## config.mk

```make
export PLATFORM = sky130hd
export DESIGN_NAME = sram_like_slave
export DESIGN_NICKNAME = d
export VERILOG_FILES = /design/src/rtl/sram_like_slave_pkg.sv /design/src/rtl/sram_like_slave_resp_pipe.sv /design/src/rtl/sram_like_slave.sv
export SDC_FILE = /design/constraint.sdc
export NUM_CORES = 1
export LEC_CHECK = 0
export CAP_MARGIN = 25
export CORE_ASPECT_RATIO = 1.5
export CORE_UTILIZATION = 33
export DETAILED_ROUTE_END_ITERATION = 7
export PLACE_DENSITY_LB_ADDON = 0.1
export SETUP_SLACK_MARGIN = 0.4
export SYNTH_ARGS = -nofsm -noshare
export SYNTH_HDL_FRONTEND = slang
export SYNTH_SLANG_ARGS = --single-unit
```

## constraint.sdc

```tcl
create_clock -name clk -period 3.8 [get_ports clk]
set_input_delay 0.38 -clock clk [delete_from_list [all_inputs] [get_ports clk]]
set_output_delay 0.38 -clock clk [all_outputs]
set_load 0.1 [all_outputs]
```

## src/rtl/sram_like_slave_pkg.sv

```systemverilog
// Shared types and helpers for the sram-like bus responder.
package sram_like_pkg;

  localparam logic [1:0] SIZE_BYTE = 2'd0;
  localparam logic [1:0] SIZE_HALF = 2'd1;
  localparam logic [1:0] SIZE_WORD = 2'd2;

  typedef struct packed {
    logic        valid;
    logic        illegal;
    logic [31:0] data;
  } resp_t;

  // Returns {illegal, wen[3:0]}; wen is zero whenever the access is illegal.
  function automatic logic [4:0] byte_mask(input logic [1:0] size, input logic [1:0] addr_lo);
    logic [4:0] m;
    m = 5'b1_0000;
    case (size)
      SIZE_BYTE: m = {1'b0, 4'b0001 << addr_lo};
      SIZE_HALF: if (!addr_lo[0]) m = {1'b0, addr_lo[1] ? 4'b1100 : 4'b0011};
      SIZE_WORD: if (addr_lo == 2'b00) m = 5'b0_1111;
      default:   m = 5'b1_0000;
    endcase
    return m;
  endfunction

endpackage

```

## src/rtl/sram_like_slave_resp_pipe.sv

```systemverilog
// Registered delay line for responses: one capture stage plus LATENCY extra stages.
module resp_pipe
  import sram_like_pkg::*;
#(
  parameter int LATENCY = 0
) (
  input  logic  clk,
  input  logic  rst,
  input  resp_t capture,
  output resp_t resp
);

  resp_t stg [LATENCY:0];

  always_ff @(posedge clk or negedge rst) begin
    if (!rst) begin
      for (int i = 0; i <= LATENCY; i++) stg[i] <= '0;
    end else begin
      stg[0] <= capture;
      for (int i = 1; i <= LATENCY; i++) stg[i] <= stg[i-1];
    end
  end

  assign resp = stg[LATENCY];

endmodule

```

## src/rtl/sram_like_slave.sv

```systemverilog
// In-order sram-like bus responder over a 1-cycle synchronous RAM.
// Optional SRAM_SLAVE_RAND_STALL_EN: LFSR-driven random addr_ok stalls.
module sram_like_slave
  import sram_like_pkg::*;
#(
  parameter int ADDR_W    = 16,
  parameter int LATENCY   = 0,
  parameter int MAX_OUTST = 4
) (
  input  logic              clk,
  input  logic              rst,
  input  logic              req,
  input  logic              wr,
  input  logic [1:0]        size,
  input  logic [31:0]       addr,
  input  logic [31:0]       wdata,
  output logic [31:0]       rdata,
  output logic              addr_ok,
  output logic              data_ok,
  output logic              ram_en,
  output logic [3:0]        ram_wen,
  output logic [ADDR_W-1:0] ram_addr,
  output logic [31:0]       ram_wdata,
  input  logic [31:0]       ram_rdata
);

  localparam int CW = $clog2(MAX_OUTST + 1);
  localparam logic [CW-1:0] MAX_CNT = CW'(MAX_OUTST);

  logic [CW-1:0] cnt;
  logic [4:0]    mask;
  logic          accepted;
  logic          stall;
  logic          s0_valid, s0_illegal, s0_zero;
  resp_t         capture, resp;
  logic          unused_bits;

`ifdef SRAM_SLAVE_RAND_STALL_EN
  logic [15:0] lfsr;

  // Fibonacci form of x^16+x^14+x^13+x^11+1, shifting right.
  always_ff @(posedge clk or negedge rst) begin
    if (!rst) lfsr <= 16'hACE1;
    else      lfsr <= {lfsr[0] ^ lfsr[2] ^ lfsr[3] ^ lfsr[5], lfsr[15:1]};
  end

  assign stall = (lfsr[1:0] == 2'b00);
`else
  assign stall = 1'b0;
`endif

  // A retiring response frees a slot in the same cycle, so full-rate issue holds at the limit.
  assign addr_ok  = rst & ~stall & ((cnt < MAX_CNT) | data_ok);
  assign accepted = req & addr_ok;
  assign mask     = byte_mask(size, addr[1:0]);

  assign ram_en    = accepted;
  assign ram_addr  = addr[ADDR_W+1:2];
  assign ram_wdata = wdata;
  assign ram_wen   = (accepted & wr) ? mask[3:0] : 4'b0000;

  always_ff @(posedge clk or negedge rst) begin
    if (!rst) begin
      s0_valid   <= 1'b0;
      s0_illegal <= 1'b0;
      s0_zero    <= 1'b0;
      cnt        <= '0;
    end else begin
      s0_valid   <= accepted;
      s0_illegal <= mask[4];
      s0_zero    <= mask[4] | wr;
      cnt        <= cnt + CW'(accepted) - CW'(data_ok);
    end
  end

  // ram_rdata belongs to the request sitting in stage 0; writes and illegal accesses answer 0.
  always_comb begin
    capture         = '0;
    capture.valid   = s0_valid;
    capture.illegal = s0_illegal;
    capture.data    = s0_zero ? 32'h0 : ram_rdata;
  end

  resp_pipe #(.LATENCY(LATENCY)) u_resp_pipe (
    .clk     (clk),
    .rst     (rst),
    .capture (capture),
    .resp    (resp)
  );

  assign data_ok = resp.valid;
  assign rdata   = resp.valid ? resp.data : 32'h0;

  assign unused_bits = ^{addr[31:ADDR_W+2], resp.illegal};

endmodule

```

## Word level (Yosys, flattened, before mapping)

Index checks and enable logic that the tools add are counted.

- Logic and storage cells: 25
- Output and inout bits: 87
- Input port bits: 102
- Flip-flop bits (word level): 38

- Muxes and demuxes: 7
- Bitwise operators: 5
- $lt $le $gt $ge: 1
- $add $sub $neg: 2
- Equal/unequal tests: 2
- Reductions and logical operators: 2
- Shifts and indexed selects: 1

Operator list:

| kind | number |
|---|---|
| $mux 32 | 2 |
| $pmux 5 s3 | 1 |
| $mux 5 | 2 |
| $mux 4 | 2 |
| $logic_not 2->1 | 2 |
| $shl 1x2->4 const A | 1 |
| $add 3x1->3 | 1 |
| $and 1x1->1 | 3 |
| $lt 3x3->1 const B | 1 |
| $sub 3x1->3 | 1 |
| $eq 2x1->1 const B | 1 |
| $eq 2x2->1 const B | 1 |
| $or 1x1->1 | 2 |

## Depth between registers and ports, before layout

Gate-level depths: netlist of run 1.

- Depth after elaboration: 6
- Depth in mapped cells: 7
- Depth with buffers taken out: 7

## Modules after synthesis

From an unflattened synthesis of run 1, not the netlist that was laid out.

- Cells, all modules: 186
- Area, all modules: 1,999.4 µm²

By module, submodules not included:

| module | area each (µm²) | cells each | sequential area each (µm²) | times used |
|---|---|---|---|---|
| sram_like_slave | 1,148.6 | 152 | 150.1 | 1 |
| resp_pipe | 850.8 | 34 | 850.8 | 1 |

## Worst setup path after synthesis of run 1

Ideal clock, no wire load.

- Path type: flip-flop to output port
- Start: reg u_resp_pipe.stg (netlist bit u_resp_pipe.resp[33])
- End: out ram_wen[1]
- Stages on the path, launching flop included: 4
- Setup slack: -0.056 ns
- Arrival: 3.476 ns
- Path buffers: 0
- Required time: 3.420 ns
- Cells stage by stage: dfrtp_1 -> or2b_2 -> nand4_2 -> nor3_1

- Cells in the longest elaborated chain, start to end: 5

RTL lines:

| element | line | source |
|---|---|---|
| start, declared | sram_like_slave_resp_pipe.sv:13 | `resp_t stg [LATENCY:0];` |
| $or 1x1->1 | sram_like_slave.sv:53 | `assign addr_ok = rst & ~stall & ((cnt < MAX_CNT) \| data_ok);` |
| $and 1x1->1 | sram_like_slave.sv:53 |  |
| $and 1x1->1 | sram_like_slave.sv:54 | `assign accepted = req & addr_ok;` |
| $and 1x1->1 | sram_like_slave.sv:60 | `assign ram_wen = (accepted & wr) ? mask[3:0] : 4'b0000;` |
| $mux 4 | sram_like_slave.sv:60 |  |
| end, declared | sram_like_slave.sv:21 | `output logic [3:0] ram_wen,` |

Every way passes these cells.

## Worst setup path in the final report of run 1

- Start: reg u_resp_pipe.stg (netlist bit u_resp_pipe.resp[33])
- End: out data_ok

RTL lines:

| element | line | source |
|---|---|---|
| end, declared | sram_like_slave.sv:19 | `output logic data_ok,` |

No word-level cell between the ends.

==> key figures, run 1 <==
Layout
  – Sequential Area: 950.9 um^2
  – Post-route cell area: ~0.0025 mm^2
  – Number of diodes: 0
  – Non-filler cells, final: 291
  – Commonest non-fill, non-tap cell in the layout: buf_4
  – Most frequent cells in the layout: buf_4 (40), clkdlybuf4s50_1 (39), dfrtp_1 (38)
  – Final #Nets: between 300 and 400
  – Area of the multi-input gates: 610.6 um^2
  – Fill count: 577
  – P&R area growth vs syn: 26.31%
  – Layout cells sized above 1: 0.2420

Floorplanning
  – Starting Density: 0.3395
  – Chip width: 65.00 um
  – Core ar.: roughly 0.0058 mm^2
  – Die Y-Extent: 96.50 um
  – Number of top-level pins: 189
  – Die area: between 0.006 and 0.007 mm^2
  – FP Rows: 34

Place
  – DP Area: about 0.0024 mm^2
  – I/O Buffers: between 70 and 80
  – Placed insts: 282
  – Hpwl dp: 3065 um
  – Final RePlAce weighted congestion: 0.6711

Synth
  – Library cells used by synthesis: 24
  – YS warnings: 0
  – Syn Inst Count: 185
  – Adder-cell share of the synthesized area: 0.02293
  – Synthesized flop and latch total: 38
  – Seq/Total Area, Yosys: 0.4841
  – Synthesized cell area: a little under 0.002 mm^2
  – Synth Area in Compound Gates: 0.02102
  – Multiplexer area fraction after synthesis: 0.01019
  – Largest family of logic cells by synthesized area: simple AND/OR/NAND/NOR gates
  – Post-Synth XOR/XNOR Area: 0.01338
  – Mapped Avg Cell Area: around 11 um^2
  – Syn_nets: a little under 300
  – Simple logic cell fraction of the synthesized area: 0.2433

Clock tree
  – Clk root buf: clkbuf_8
  – CTS buffer count: 5
  – Gates resized, CTS repair: 0
  – H-tree depth: 2
  – Post-CTS Repair Setup Buffers: 0
  – Clk_lat worst skew: 280 ps
  – Clock transition at path regs: 70 ps
  – Clk sinks: 38
  – Bufs on Longest Clock Path: 2
  – CTS tree: yes
  – Hold-fix buffers at CTS: 0

GRT
  – GRT overflow: 0
  – Vias in the first global route: 1,237
  – Largest net degree at the start of global routing: 39
  – Initial antenna violation count: 0
  – First-pass GRT wire length: 6285 um
  – GRT Overall Usage: 0.1354

Flow run
  – Max-cap viol count: 0

Critical path
  – Worst setup SP type: register
  – CP Data Required Time: 3420 ps
  – Setup Crit Path Kind: reg -> out
  – Crit path max fanout: 29
  – Worst path slowest cell: clkdlybuf4s50_1
  – Top delay family on crit path: buffers and inverters
  – Critical path, cell by cell: buf_4 -> clkdlybuf4s50_1
  – Crit path launch: u_resp_pipe.resp[33]
  – RR Endpoint: cnt[2]
  – Crit. End Element: output pin
  – Reg-to-Reg Start: u_resp_pipe.resp[33]
  – Crit path DAT: 2170 ps
  – Critical path buffer and inverter count: 2
  – CP endpoint: data_ok
  – R2r worst-path depth: 6
  – Critical Path Max Stage Delay: 1170 ps
  – Stages on the worst setup path: 2
  – R2r setup slk: 1780 ps

STA
  – Relative max-transition margin: 0.3580
  – Fin crit period: ~2600 ps
  – Slew Limit Fails: 0
  – Final setup violation count: 0
  – Period utilization: 0.6716
  – Final Hold Vio Count: 0
  – Maximum clock rate: ~390 MHz
  – Worst Skew: 1.920 ps
  – Unrepaired setup endpoints after global routing: no
  – Worst Tran Pin Value: 960.0 ps

Pwr
  – Pwr dens: 428.2 mW/mm^2
  – Total internal power: 706.1 uW
  – Switching power: roughly 360 uW
  – Sw frac: 0.3353
  – Pleak: around 0.0012 uW
  – Maximum VDD drop: 0.0001761 V
  – Power Total: around 1100 uW
  – Seq pwr share: 0.430
  – Comb pwr share: 0.306
  – Clk network pwr share: 0.264

Drt
  – Wirelength per Cell: ~14 um
  – Via density per instance: 4.471
  – DR pass1 iterations: 4
  – Total number of vias: 1,301
  – Final WL: 4139 um
  – DRT antenna net count: 0
  – Initial DRC Count: 16
  – Residual DRC count: 0

Status
  – Status: complete, no violations

Hold path
  – Worst Hold Class: in -> async
[cell usage after synthesis]
cell type   n  area [um^2]
a2111oi_2   1        15.01
o21a_1      1        7.510
xor2_1      1        8.760
dfrtp_1    38        950.9
nor2b_1    32        200.2
o21bai_1    1        7.510
buf_2       1        5.000
xnor2_1     2        17.52
nor3_1      2        10.01
nand4_2     1        12.51
a31oi_1     1        6.260
inv_1       4        15.01
and2_1     33        206.5
ha_1        2        25.02
nor2_1      3        11.26
or4b_1      1        10.01
fa_1        1        20.02
or2b_2      1        8.760
mux2i_1     2        20.02
a21oi_1     1        5.000
and4bb_2    1        12.51
clkbuf_1    6        22.52
buf_4      48        360.4
and3_1      1        6.260
[layer usage]
metal / track usage / share of wire / up-vias
met5: 0 / 0 / -
met4: 0.09815 / 0.040 / 0
met3: 0.08451 / 0.13 / 22
met2: 0.2092 / 0.51 / 95
met1: 0.1307 / 0.32 / 596
li1: - / - / 588
[flip-flops by register name (all words and copies together), names as in the netlist]
signal and cells:
cnt 3, u_resp_pipe.resp 33, s0_valid 1, s0_zero 1
[final cells by class]
class	instances	area share
multi-input combinational	88	0.2461
clock buffer	7	0.03480
sequential	38	0.3833
timing repair buffer	81	0.2915
inverter	4	0.006051
tap	72	0.03631
clock inverter	1	0.002017
[how the worst min path moves through the flow]
stage	slack, ps	start	endpoint	cells after the start
after floorplan	80	rst	cnt[0]	0
after global placement	340	s0_valid	u_resp_pipe.resp[33]	0
after detailed placement	350	s0_valid	u_resp_pipe.resp[33]	0
after CTS	240	rst	u_resp_pipe.resp[1]	2
after global routing	280	rst	u_resp_pipe.resp[20]	2
final	220	rst	s0_zero	2
[power by group through the flow]
| stage | logic (uW) | registers [uW] | clock network, uW |
|---|---|---|---|
| 2_1_floorplan | 450 | 472 | 0 |
| 3_3_place_gp | 308 | 468 | 0 |
| 3_5_place_dp | 322 | 469 | 0 |
| 4_1_cts | 322 | 463 | 295 |
| 5_1_grt | 354 | 461 | 311 |
| 6_report | 325 | 457 | 280 |
[logic make-up after synthesis]
kind of cell	after synthesis
adders and majority gates	3
muxes	2
AOI/OAI and AO/OA	5
DFF	38
buffers and inverters	59
and+or+nand+nor	75
xor gates and xnor gates	3
[through the flow]
stage / util / setup slack (ps) / TNS, ps / hold WS, ps
floorplan: - / -56.21 / -112.4 / 84.41
global placement: 0.4083 / 1512 / 0 / 340.8
detailed placement: 0.4083 / 1496 / 0 / 350.4
CTS: 0.4241 / 1199 / 0 / 239.7
global route: 0.4288 / 1118 / 0 / 278.0
finish: 0.4288 / 1248 / 0 / 216.6
Power figures use the tool's default switching activity.
==> run 2: changes to the inputs <==
--- a/config.mk
+++ b/config.mk
@@ -7,7 +7,7 @@
 export LEC_CHECK = 0
 export CAP_MARGIN = 25
 export CORE_ASPECT_RATIO = 1.5
-export CORE_UTILIZATION = 33
+export CORE_UTILIZATION = 30
 export DETAILED_ROUTE_END_ITERATION = 7
 export PLACE_DENSITY_LB_ADDON = 0.1
 export SETUP_SLACK_MARGIN = 0.4
==> constraint.sdc (replaced) <==
create_clock -name clk -period 2.5 [get_ports clk]
set_input_delay 0.25 -clock clk [delete_from_list [all_inputs] [get_ports clk]]
set_output_delay 0.25 -clock clk [all_outputs]
set_load 0.1 [all_outputs]
==> key figures, run 2 (synthesized netlist as in run 1, its figures left out) <==
GRT
  – Largest net degree at the start of global routing: 39 (unchanged)
  – GRT Overall Usage: 0.1371 (was 0.1354)
  – Vias in the first global route: 1,421 (was 1,237)
  – Initial antenna violation count: 0 (unchanged)
  – First-pass GRT wire length: 6865 um (was 6285 um)
  – GRT overflow: 0 (unchanged)

Clock tree
  – CTS buffer count: 5 (unchanged)
  – Clock transition at path regs: 70 ps (about the same)
  – Clk_lat worst skew: 280 ps (about the same)
  – Hold-fix buffers at CTS: 0 (unchanged)
  – H-tree depth: 2 (unchanged)
  – CTS tree: yes (unchanged)
  – Clk sinks: 38 (unchanged)
  – Clk root buf: clkbuf_8 (unchanged)
  – Bufs on Longest Clock Path: 2 (unchanged)

Floorplanning
  – Die Y-Extent: 101.1 um (was 96.50 um)
  – Chip width: 68.07 um (was 65.00 um)
  – FP Rows: 35 (was 34)
  – Starting Density: 0.3159 (was 0.3395)
  – Die area: 0.006882 mm^2 (was 0.006272 mm^2)
  – Core ar.: 0.006218 mm^2 (was 0.005786 mm^2)
  – Number of top-level pins: 189 (unchanged)

Layout
  – P&R area growth vs syn: 33.69% (was 26.31%)
  – Layout cells sized above 1: 0.2818 (was 0.2420)
  – Most frequent cells in the layout: dfrtp_1 (37), clkdlybuf4s50_1 (37), buf_4 (36) (was buf_4 (40), clkdlybuf4s50_1 (39), dfrtp_1 (38))
  – Post-Route Utilization: 0.4223 (was 0.4288)
  – Final #Nets: 324 (was 323)
  – Number of diodes: 0 (unchanged)
  – Max reg flops: 33 (unchanged)
  – Post-route cell area: 0.002626 mm^2 (was 0.002481 mm^2)

Drt
  – Residual DRC count: 0 (unchanged)
  – Wirelength per Cell: 15.56 um (was 14.22 um)
  – Via density per instance: 4.497 (was 4.471)
  – Total number of vias: 1,322 (was 1,301)
  – DR pass1 iterations: 4 (unchanged)
  – DRT antenna net count: 0 (unchanged)
  – Initial DRC Count: 27 (was 16)
  – Final WL: 4576 um (was 4139 um)

Critical path
  – Crit path DAT: 1790 ps (was 2170 ps)
  – Crit. End Element: output pin (unchanged)
  – RR Endpoint: cnt[2] (unchanged)
  – R2r setup slk: 520 ps (was 1780 ps)
  – R2r worst-path depth: 6 (unchanged)
  – Critical path, cell by cell: clkdlybuf4s50_1 -> or4b_1 -> a21oi_2 -> buf_12 (was buf_4 -> clkdlybuf4s50_1)
  – Setup Crit Path Kind: in -> out (was reg -> out)
  – Reg-to-Reg Start: u_resp_pipe.resp[33] (unchanged)
  – Worst path slowest cell: clkdlybuf4s50_1 (unchanged)
  – Crit path max fanout: 7 (was 29)
  – CP Data Required Time: 2250 ps (was 3420 ps)
  – Critical Path Max Stage Delay: 660 ps (was 1170 ps)
  – Worst setup SP type: input port (was register)

STA
  – Maximum clock rate: 489.1 MHz
  – Worst Skew: 5.225 ps (was 1.920 ps)
  – Unrepaired setup endpoints after global routing: no (unchanged)
  – Fin crit period: just over 2000 ps
  – Setup_tns: 0 ps (unchanged)
  – Final setup violation count: 0 (unchanged)
  – Worst Tran Pin Value: 475.8 ps (was 960.0 ps)
  – Final Hold Vio Count: 0 (unchanged)
  – Period utilization: 0.8178
  – Slew Limit Fails: 0 (unchanged)
  – Relative max-transition margin: 0.6828 (was 0.3580)
  – Final Worst Setup Slack: 455.5 ps (was 1248 ps)

Place
  – Setup WS pre-CTS: 435.0 ps (was 1496 ps)
  – DP Area: 0.002519 mm^2 (was 0.002362 mm^2)
  – I/O Buffers: 78 (unchanged)
  – Final RePlAce weighted congestion: 0.6550 (was 0.6711)
  – Hpwl dp: 3337 um (was 3065 um)

Status
  – Status: complete, no violations (unchanged)

Hold path
  – Worst Hold Class: in -> async (unchanged)

Pwr
  – Maximum VDD drop: 0.0003759 V (was 0.0001761 V)
  – Pwr dens: 637.8 mW/mm^2 (was 428.2 mW/mm^2)
  – Power Total: 1675 uW (was 1062 uW)
  – Pleak: 0.001223 uW (was 0.001190 uW)

Flow run
  – Max-cap viol count: 0 (unchanged)
[run 2: cell type report]
type	instances	area, um^2
tap	74	92.59
multi-input combinational	88	680.7
clock buffer	7	86.33
inverter	4	15.01
fill	593	3592
timing repair buffer	82	792.0
sequential	38	954.7
clock inverter	1	5.005
[run 2: worst max-delay path by stage]
| stage | start | to | slack [ps] | cells after the start |
|---|---|---|---|---|
| floorplan | u_resp_pipe.resp[33] | ram_wen[0] | 200 | 3 |
| global placement | addr[0] | ram_wen[3] | 440 | 4 |
| detailed placement | addr[0] | ram_wen[3] | 430 | 4 |
| CTS | addr[0] | ram_wen[3] | 420 | 4 |
| global route | size[1] | ram_wen[3] | 420 | 4 |
| finish | size[1] | ram_wen[3] | 460 | 4 |
[run 2: repair_timing]
item,4_1_cts,5_1_grt
hold endpoints to repair,0,0
buffers inserted,0,1
endpoints found under the setup margin,0,2
resized for setup,0,1
[run 2: where the power goes]
part / switching (uW) / internal (uW) / leakage, uW
sequential: 31.7 / 673 / 0.000501
clock: 199 / 222 / 0.0000482
combinational: 334 / 215 / 0.000673
total: 564 / 1110 / 0.00122
[run 2: critical path: cells and delay by family]
kind / cells / cell delay [ps]
and+or+nand+nor: 1 / 480
buffers and inverters: 2 / 860
AOI/OAI and AO/OA: 1 / 200
[run 2: metrics by stage]
step / hold slack [ps] / cells
after global routing: 154.1 / 294
after CTS: 124.3 / 293
after global placement: 335.5 / 285
after detailed placement: 341.8 / 285
after floorplan: -45.59 / 185
final: 104.0 / 294
[run 2: metal layers]
metal,wire (um),vias to the layer above,GRT usage
li1,-,589,-
met1,1534,605,0.1322
met2,2270,88,0.2217
met3,499,40,0.05995
met4,272,0,0.1058
met5,0,-,0
